--- src/rtl/torus_out_arbiter.sv ---
// torus_out_arbiter
//   Round-robin arbiter plus single-entry output register for one output
//   port of a 2-D torus NoC router. Up to four upstream switches compete
//   for the port. The winning packet is held until the downstream link
//   accepts it, and cycles of downstream back-pressure are counted.
//
// Ports
//   clk        rising-edge clock
//   reset      synchronous, active-high
//   in_valid   [N]        requester i offers a packet
//   in_data    [N*WIDTH]  packet of requester i at [i*WIDTH +: WIDTH]
//   in_ready   [N]        combinational one-hot grant (zero while reset)
//   out_valid             output register holds a packet
//   out_data   [WIDTH]    held packet, passed through unmodified
//   out_src    [2]        requester that supplied out_data
//   out_ready             downstream accepts the held packet
//   stall_cnt  [STALL_W]  saturating count of out_valid && !out_ready cycles
module torus_out_arbiter #(
  parameter int WIDTH   = 39,
  parameter int N       = 4,
  parameter int STALL_W = 16
) (
  input  logic                 clk,
  input  logic                 reset,
  input  logic [N-1:0]         in_valid,
  input  logic [N*WIDTH-1:0]   in_data,
  output logic [N-1:0]         in_ready,
  output logic                 out_valid,
  output logic [WIDTH-1:0]     out_data,
  output logic [1:0]           out_src,
  input  logic                 out_ready,
  output logic [STALL_W-1:0]   stall_cnt
);

  logic             vld_p1;
  logic [WIDTH-1:0] data_p1;
  logic [1:0]       src_p1;
  logic [1:0]       ptr;
  logic [1:0]       win;
  logic             found;
  logic             load;
  logic             grant;

  function automatic logic [STALL_W-1:0] sat_inc(input logic [STALL_W-1:0] v);
    if (&v) return v;
    return v + 1'b1;
  endfunction

  // Stage 0: combinational arbitration.
  // Scan from the farthest offset down to offset 0 so that the requester
  // closest to ptr (in rotating order) is the one left in win.
  always_comb begin
    win   = ptr;
    found = 1'b0;
    for (int k = N - 1; k >= 0; k--) begin
      if (in_valid[ptr + 2'(k)]) begin
        win   = ptr + 2'(k);
        found = 1'b1;
      end
    end
  end

  // The register may take a new packet when empty or when its current
  // packet leaves on this same edge (drain-and-refill, no bubble).
  assign load  = !vld_p1 || out_ready;
  assign grant = load && found && !reset;

  always_comb begin
    in_ready = '0;
    if (grant) in_ready[win] = 1'b1;
  end

  // Stage 1: output register, priority pointer and stall counter.
  always_ff @(posedge clk) begin
    if (reset) begin
      vld_p1    <= 1'b0;
      data_p1   <= '0;
      src_p1    <= '0;
      ptr       <= '0;
      stall_cnt <= '0;
    end else begin
      if (vld_p1 && !out_ready) stall_cnt <= sat_inc(stall_cnt);
      if (load) begin
        if (found) begin
          vld_p1  <= 1'b1;
          data_p1 <= in_data[int'(win) * WIDTH +: WIDTH];
          src_p1  <= win;
          ptr     <= win + 2'd1;
        end else begin
          vld_p1  <= 1'b0;
        end
      end
    end
  end

  assign out_valid = vld_p1;
  assign out_data  = data_p1;
  assign out_src   = src_p1;

endmodule
--- config.mk ---
export PLATFORM = sky130hd
export DESIGN_NAME = torus_out_arbiter
export DESIGN_NICKNAME = d
export VERILOG_FILES = /design/src/rtl/torus_out_arbiter.sv
export SDC_FILE = /design/constraint.sdc
export NUM_CORES = 1
export LEC_CHECK = 0
export ABC_CLOCK_PERIOD_IN_PS = 3500
export BUFFER_PORTS_ARGS = -buffer_cell sky130_fd_sc_hd__buf_2
export CAP_MARGIN = 5
export CORE_ASPECT_RATIO = 0.8
export CORE_MARGIN = 5
export CORE_UTILIZATION = 47
export CTS_CLUSTER_SIZE = 8
export DETAILED_ROUTE_END_ITERATION = 12
export PLACE_DENSITY = 0.86
export SLEW_MARGIN = 20
export SYNTH_ARGS = -nofsm -noshare
export SYNTH_HDL_FRONTEND = slang
export SYNTH_SLANG_ARGS = --single-unit
--- constraint.sdc ---
create_clock -name clk -period 3.5 [get_ports clk]
set_clock_uncertainty 0.1 [all_clocks]
set_input_delay 0.7 -clock clk [delete_from_list [all_inputs] [get_ports clk]]
set_output_delay 0.7 -clock clk [all_outputs]
set_load 0.02 [all_outputs]
==> results of run 1 <==
==> through the flow <==
stage	setup WS, ns	hold WS [ns]	instances	total power [mW]
2_1_floorplan	0.6178	0.4032	440	1.328
3_3_place_gp	0.5960	0.3473	738	1.573
3_5_place_dp	0.5521	0.3533	738	1.599
4_1_cts	0.5529	0.3688	753	2.184
5_1_grt	0.4212	0.3867	753	2.283
6_report	0.5501	0.3647	753	2.161
==> power groups by stage <==
stage / Clock, mW / Combinational, mW / Sequential [mW]
3_5_place_dp: 0 / 0.767 / 0.832
4_1_cts: 0.597 / 0.768 / 0.818
6_report: 0.579 / 0.764 / 0.818
3_3_place_gp: 0 / 0.745 / 0.828
5_1_grt: 0.627 / 0.828 / 0.828
2_1_floorplan: 0 / 0.393 / 0.935
==> cells in the final DEF, fill, tap and decap left out, types with 2 or more instances in the layout <==
cell type,instances
o21a_1,40
nand2b_1,3
and2_1,5
nand2_1,44
and3_1,2
o21ai_0,42
o211ai_1,39
o2111ai_1,4
clkinv_2,3
nand4_1,3
a21oi_1,8
a211oi_1,3
xor2_1,7
nor2_1,18
nand3_1,4
and4_1,2
xnor2_1,4
dfxtp_1,60
nor2b_1,4
nor3_1,7
buf_2,224
mux2i_1,41
nor3b_1,39
nor4_1,2
or2_2,2
clkbuf_8,9
buf_4,8
==> critical path, stage by stage <==
cell,delay (ns)
buf_2,0.14
and3b_1,0.21
a2111oi_4,0.28
buf_4,0.40
nor2_1,0.10
and2_1,0.15
buf_2,0.15
==> area by class of cell <==
type,count,share of cell area (%)
multi-input combinational,339,45.92
sequential,60,23.89
timing repair buffer,233,23.89
tap,105,2.613
clock buffer,10,2.539
clock inverter,5,1.070
inverter,1,0.07466
==> state kept, by name (all words and copies together), names as in the netlist <==
name,cells
out_data,39
out_valid,1
stall_cnt,16
ptr,2
out_src,2
==> cells by family after synthesis <==
logic type      synth area share, %
buf+inv                       4.841
simple gates                  21.21
compound gates                26.76
mux                           11.49
flops                         32.73
fa+ha+maj                    0.3409
xor+xnor                      2.625
==> worst max path at each step <==
stage	end	from	slack [ns]	depth (start not counted)
6_report	in_ready[1]	in_valid[3]	0.55	7
5_1_grt	in_ready[1]	in_valid[3]	0.42	7
4_1_cts	in_ready[1]	in_valid[3]	0.55	7
3_5_place_dp	in_ready[1]	in_valid[3]	0.55	7
3_3_place_gp	in_ready[1]	in_valid[3]	0.60	7
2_1_floorplan	in_ready[1]	out_ready	0.62	6
==> metal layers <==
metal | up-vias | global-route usage (%)
li1 | 2018 | -
met3 | 23 | 6.859
met1 | 1867 | 27.70
met5 | - | 0
met4 | 0 | 7.454
met2 | 158 | 44.03
==> summary.txt, run 1 <==
Yosys
  • Top area cells in the synthesized netlist: dfxtp_1 (33%), mux2i_1 (11%), o21a_1 (8.4%)
  • Syn avg cell area: 8.340 sq um
  • Post-synthesis cell area: 0.003670 sq mm
  • Top-count cell post-synth: dfxtp_1
  • Post-synth top cells: dfxtp_1 (60), nand2_1 (44), o21ai_0 (42)
  • Post-synth top area share: 32.73%
  • Yosys warns: 0
  • Post-synth net total: 604
  • Post-synth EDFFs: 0
  • Ys async rst share: 0%
  • Register area share after synthesis: 32.73%
  • Mapped Cells: 440
  • Main synth FF type: dfxtp_1
  • Number of distinct library cells after synthesis: 42
  • Area leader, netlist: dfxtp_1
  • Synth Register Bits: 60

Clock tree
  • Worst-Skew Late Latency: 0.33 ns
  • CTS tree: done
  • H-tree lvl count: 3
  • CTS Hold Bufs: 0
  • Clock Path Buffers: 2
  • # Post-CTS Setup Buffers: 0
  • PostCTS Resize Cnt: 0
  • Cts bufs inserted: 9
  • Worst-path clk slew: 0.06 ns
  • Clock root buffer: clkbuf_8
  • Sink Count: 60

Hold path
  • HP Start: out_data[15]$_SDFFE_PP0P_
  • Hold Crit Class: reg2reg
  • Hold-critical path endpoint: out_data[15]$_SDFFE_PP0P_
  • Hold Path Cell Cnt: 2

Worst setup path
  • Flop2flop setup slack: 1.15 ns
  • Worst r2r path cells: 6
  • Reg-to-Reg Start: ptr[1]$_SDFFE_PP0P_
  • Critical path required time: 2.70 ns
  • Crit end category: output pin
  • Worst Path Max Fanout: 35
  • Crit path DAT: 2.15 ns
  • Reg2reg end: out_data[27]$_SDFFE_PP0P_
  • Crit Path Class: in2out
  • CP startpoint kind: input pin

Global routing
  • Gr usage total: 24.19%
  • Largest net degree at the start of global routing: 80
  • First-pass GRT wire length: 18,640 um
  • Antenna violations before repair: 0
  • Number of global-route vias before repair: 4,095
  • Grt ovf: 0

Power and ir drop
  • Combinational share of power: 35.4%
  • Pwr dens: 429.8 mW/mm^2
  • Leakage: 2.268 nW
  • Sw Pwr: 0.7409 mW
  • Clock power frac: 26.8%
  • Part of the power in registers: 37.8%
  • Worst VDD drop: 0.2380 mV
  • Int Power: 1.420 mW
  • Switching Share: 34.29%

Die
  • DIE WIDTH: 108.8 um
  • Initial Util: 48.95%
  • Core box area: 0.007497 sq mm
  • Core Rows: 28
  • I/O pins: 225
  • Full die area: 0.009686 sq mm
  • Die Y: 89.04 um

STA
  • Pins Over Slew Limit: 0
  • Worst Max-Slew Pin Slew: 0.6145 ns
  • Final min period: 2.950 ns
  • Fin crit share: 84.28%
  • RSZ-0062 raised after global routing: false
  • Final setup fails: 0
  • Setup TNS: 0 ns
  • Fin. Hold Viols: 0
  • Slew headroom: 58.88%
  • Fmax: 339.0 MHz

Routing
  • TritonRoute pass-1 iters: 4
  • Vias: 4,066
  • DRT iter0 DRCs: 139
  • Met2 Wirelength: 5998 um
  • Metal-1 WL: 4772 um
  • Top sig layer: met4
  • WL/cell: 15.87 um
  • Routed wire length on met3: 935 um
  • Final ANT Viol Nets: 0
  • Avg Vias per Cell: 5.400
  • Wirelength, routed: 11,950 um
  • Drt drc: 0

Place
  • PortBufs: 224
  • Dpl hpwl: 9288 um
  • DP Area: 0.004846 sq mm
  • GPL Wtd Cong: 0.8940

Finish
  • Fill cell count: 654
  • Fin nets: 808
  • Multi-input logic area: 0.002308 sq mm
  • Fin util: 67.06%
  • Fraction of layout cells with a size suffix above 1: 39.51%
  • Design area: 0.005027 sq mm
  • Antenna diodes: 0
  • Layout area overhead: 36.99%
  • Sequential cell area: 0.001201 sq mm

Flow run
  • # Max-Cap Violations: 0

Outcome
  • Status: finished, final reports clean
(Power assumes the default switching activity.)
==> inputs of run 2 (changes only) <==
ABC_CLOCK_PERIOD_IN_PS = 2650   (was 3500)
CORE_UTILIZATION = 39   (was 47)
PLACE_DENSITY = 0.77   (was 0.86)
clock period = 2.65 ns   (was 3.5 ns; I/O delays follow)
==> run 2 against run 1 <==
Against the previous run:
- largest cell class unchanged
- critical path depth stayed put
- routed wire length up 2.8%
- non-clock buffer count up 4
- clock power up 130%
- hold slack worse by 0.0038 ns
- global-route usage is 3.6 points lower
==> summary.txt, run 2 (synthesis gave the netlist of run 1 again) <==
Outcome
  • Status: finished, final reports clean

Hold path
  • Hold Crit Class: reg2reg
  • Hold Path Cell Cnt: 2 (unchanged)

STA
  • Worst Slack Setup Final: 0.1543 ns (-0.3958 ns)
  • Setup TNS: 0 ns (unchanged)
  • Fin. Hold Viols: 0 (unchanged)
  • Slew headroom: 58.98% (+0.10 points)
  • Hold_ws: 0.3609 ns (-0.003812 ns)
  • Worst Max-Slew Pin Slew: 0.6130 ns (-0.001510 ns)
  • Fmax: 400.7 MHz
  • Fin crit share: 94.18%
  • RSZ-0062 raised after global routing: false
  • Final setup fails: 0 (unchanged)
  • Pins Over Slew Limit: 0 (unchanged)
  • Final min period: 2.496 ns

Finish
  • Commonest non-fill, non-tap cells in the layout: buf_2 (224), dfxtp_1 (60), nand2_1 (44), o21ai_0 (42), mux2i_1 (41)
  • Most common cell after layout, fill and taps aside: buf_2
  • Antenna diodes: 0 (unchanged)
  • Layout area overhead: 42.55%
  • Fraction of layout cells with a size suffix above 1: 40.28% (+0.77 points)
  • Fin nets: 812 (+0.50%)
  • Largest register FFs: 39 (unchanged)

Power and ir drop
  • Pwr dens: 657.5 mW/mm^2 (+53%)
  • Part of the power in registers: 31.5% (-6.3 points)
  • Worst VDD drop: 0.3538 mV (+49%)
  • Sw Pwr: 1.046 mW (+41%)
  • Clock power frac: 39.2% (+12 points)
  • Combinational share of power: 29.3% (-6.1 points)
  • Switching Share: 30.42% (-3.9 points)
  • Int Power: 2.393 mW (+69%)
  • Leakage: 2.360 nW (+4.1%)

Global routing
  • Gr usage total: 20.60% (-3.6 points)
  • Number of global-route vias before repair: 4,157 (+1.5%)
  • Largest net degree at the start of global routing: 58 (-28%)
  • First-pass GRT wire length: 20,000 um (+7.3%)
  • Grt ovf: 0 (unchanged)
  • Antenna violations before repair: 0 (unchanged)

Worst setup path
  • Crit Path Class: in2out
  • Most used cell, CP: buf_2
  • Worst Path Max Fanout: 7 (-80%)
  • Max stage delay on crit path: 0.29 ns (-0.11 ns)
  • Crit end category: output pin
  • Crit-path slowest cell: or2_2
  • CP startpoint kind: input pin
  • CP Cell Sequence: buf_2 -> or2_2 -> a21oi_1 -> nor3_2 -> nand2b_2 -> nor2_1 -> buf_2
  • Crit path DAT: 1.87 ns (-0.28 ns)
  • Worst r2r path cells: 6 (unchanged)
  • Critical path required time: 2.02 ns (-0.68 ns)

Routing
  • Drt drc: 0 (unchanged)
  • WL/cell: 15.99 um (+0.76%)
  • Avg Vias per Cell: 5.355 (-0.82%)
  • TritonRoute pass-1 iters: 6 (+2)
  • Routed wire length on met3: 963 um (+3.0%)
  • Top sig layer: met4
  • Metal-1 WL: 4933 um (+3.4%)
  • Vias: 4,113 (+1.2%)
  • Wirelength, routed: 12,280 um (+2.8%)
  • DRT iter0 DRCs: 238 (+71%)
  • Met2 Wirelength: 6140 um (+2.4%)
  • Final ANT Viol Nets: 0 (unchanged)

Place
  • GPL Wtd Cong: 0.8522 (-4.7%)
  • Pre-CTS setup slack: 0.1301 ns (-0.4221 ns)
  • PortBufs: 224 (unchanged)
  • Dpl hpwl: 9558 um (+2.9%)

Die
  • I/O pins: 225 (unchanged)
  • DIE WIDTH: 118.5 um (+8.9%)
  • Full die area: 0.01146 sq mm (+18%)
  • Die Y: 96.76 um (+8.7%)
  • Core box area: 0.009115 sq mm (+22%)
  • Initial Util: 40.26% (-8.7 points)
  • Core Rows: 31 (+11%)

Clock tree
  • Worst-Skew Late Latency: 0.31 ns (-0.02 ns)
  • Sink Count: 60 (unchanged)
  • CTS tree: done
  • # Post-CTS Setup Buffers: 0 (unchanged)
  • H-tree lvl count: 3 (unchanged)
  • Worst-path clk slew: 0.05 ns (about the same)
  • Cts bufs inserted: 9 (unchanged)
  • Clock Path Buffers: 2 (unchanged)
  • CTS Hold Bufs: 0 (unchanged)
  • Clock root buffer: clkbuf_16

Flow run
  • # Max-Cap Violations: 0 (unchanged)
==> run 2: cell types whose count changed in the layout (fill, tap and decap cells not counted), sizes merged <==
cell      previous run  this run
buf                233       237
bufinv               1         3
clkinv               4         2
clkinvlp             0         1
==> run 2: worst max-delay path, delay by kind of cell <==
kind | cells | cell delay (ns)
and+or+nand+nor | 4 | 0.76
buffers and inverters | 2 | 0.31
AOI/OAI and AO/OA | 1 | 0.26
==> run 2: per-layer routing <==
layer  GRT usage (%)  vias to the layer above
li1                -                     2035
met1           24.63                     1891
met2           35.15                      161
met3           6.414                       26
met4           6.713                        0
met5               0                        -
==> run 2: area by class of cell <==
cell class	instances	area, sq um
Fill cell	844	3884
Sequential cell	60	1201
Multi-Input combinational cell	339	2313
Clock buffer	10	239.0
Inverter	1	3.754
Clock inverter	6	111.4
Tap cell	115	143.9
Timing Repair Buffer	237	1219
==> run 2: timing repair <==
action | in CTS | in global routing
endpoints found under the setup margin | 0 | 2
resized for setup | 0 | 1
hold endpoints to repair | 0 | 0
==> run 2: worst paths after layout <==
path                             start                        end  slack [ns]
min          out_data[21]$_SDFFE_PP0P_  out_data[21]$_SDFFE_PP0P_        0.36
min reg2reg  out_data[21]$_SDFFE_PP0P_  out_data[21]$_SDFFE_PP0P_        0.36
max                        in_valid[3]                in_ready[2]        0.15
max reg2reg        ptr[1]$_SDFFE_PP0P_  out_data[29]$_SDFFE_PP0P_        0.50
==> run 2: per-stage QoR <==
| step | instances | power [mW] | util (%) | instance area, sq um |
|---|---|---|---|---|
| after floorplan | 440 | 1.753 | - | 3670 |
| after global placement | 752 | 2.088 | 53.49 | 4876 |
| after detailed placement | 752 | 2.115 | 53.49 | 4876 |
| after CTS | 768 | 3.479 | 57.34 | 5226 |
| after global routing | 768 | 3.624 | 57.39 | 5231 |
| final | 768 | 3.440 | 57.39 | 5231 |
==> run 2: power by group through the flow <==
stage	logic [mW]	clock network (mW)	registers, mW
global placement	0.991	0	1.10
detailed placement	1.01	0	1.10
CTS	1.02	1.38	1.08
finish	1.01	1.35	1.08
floorplan	0.518	0	1.24
global route	1.10	1.42	1.10
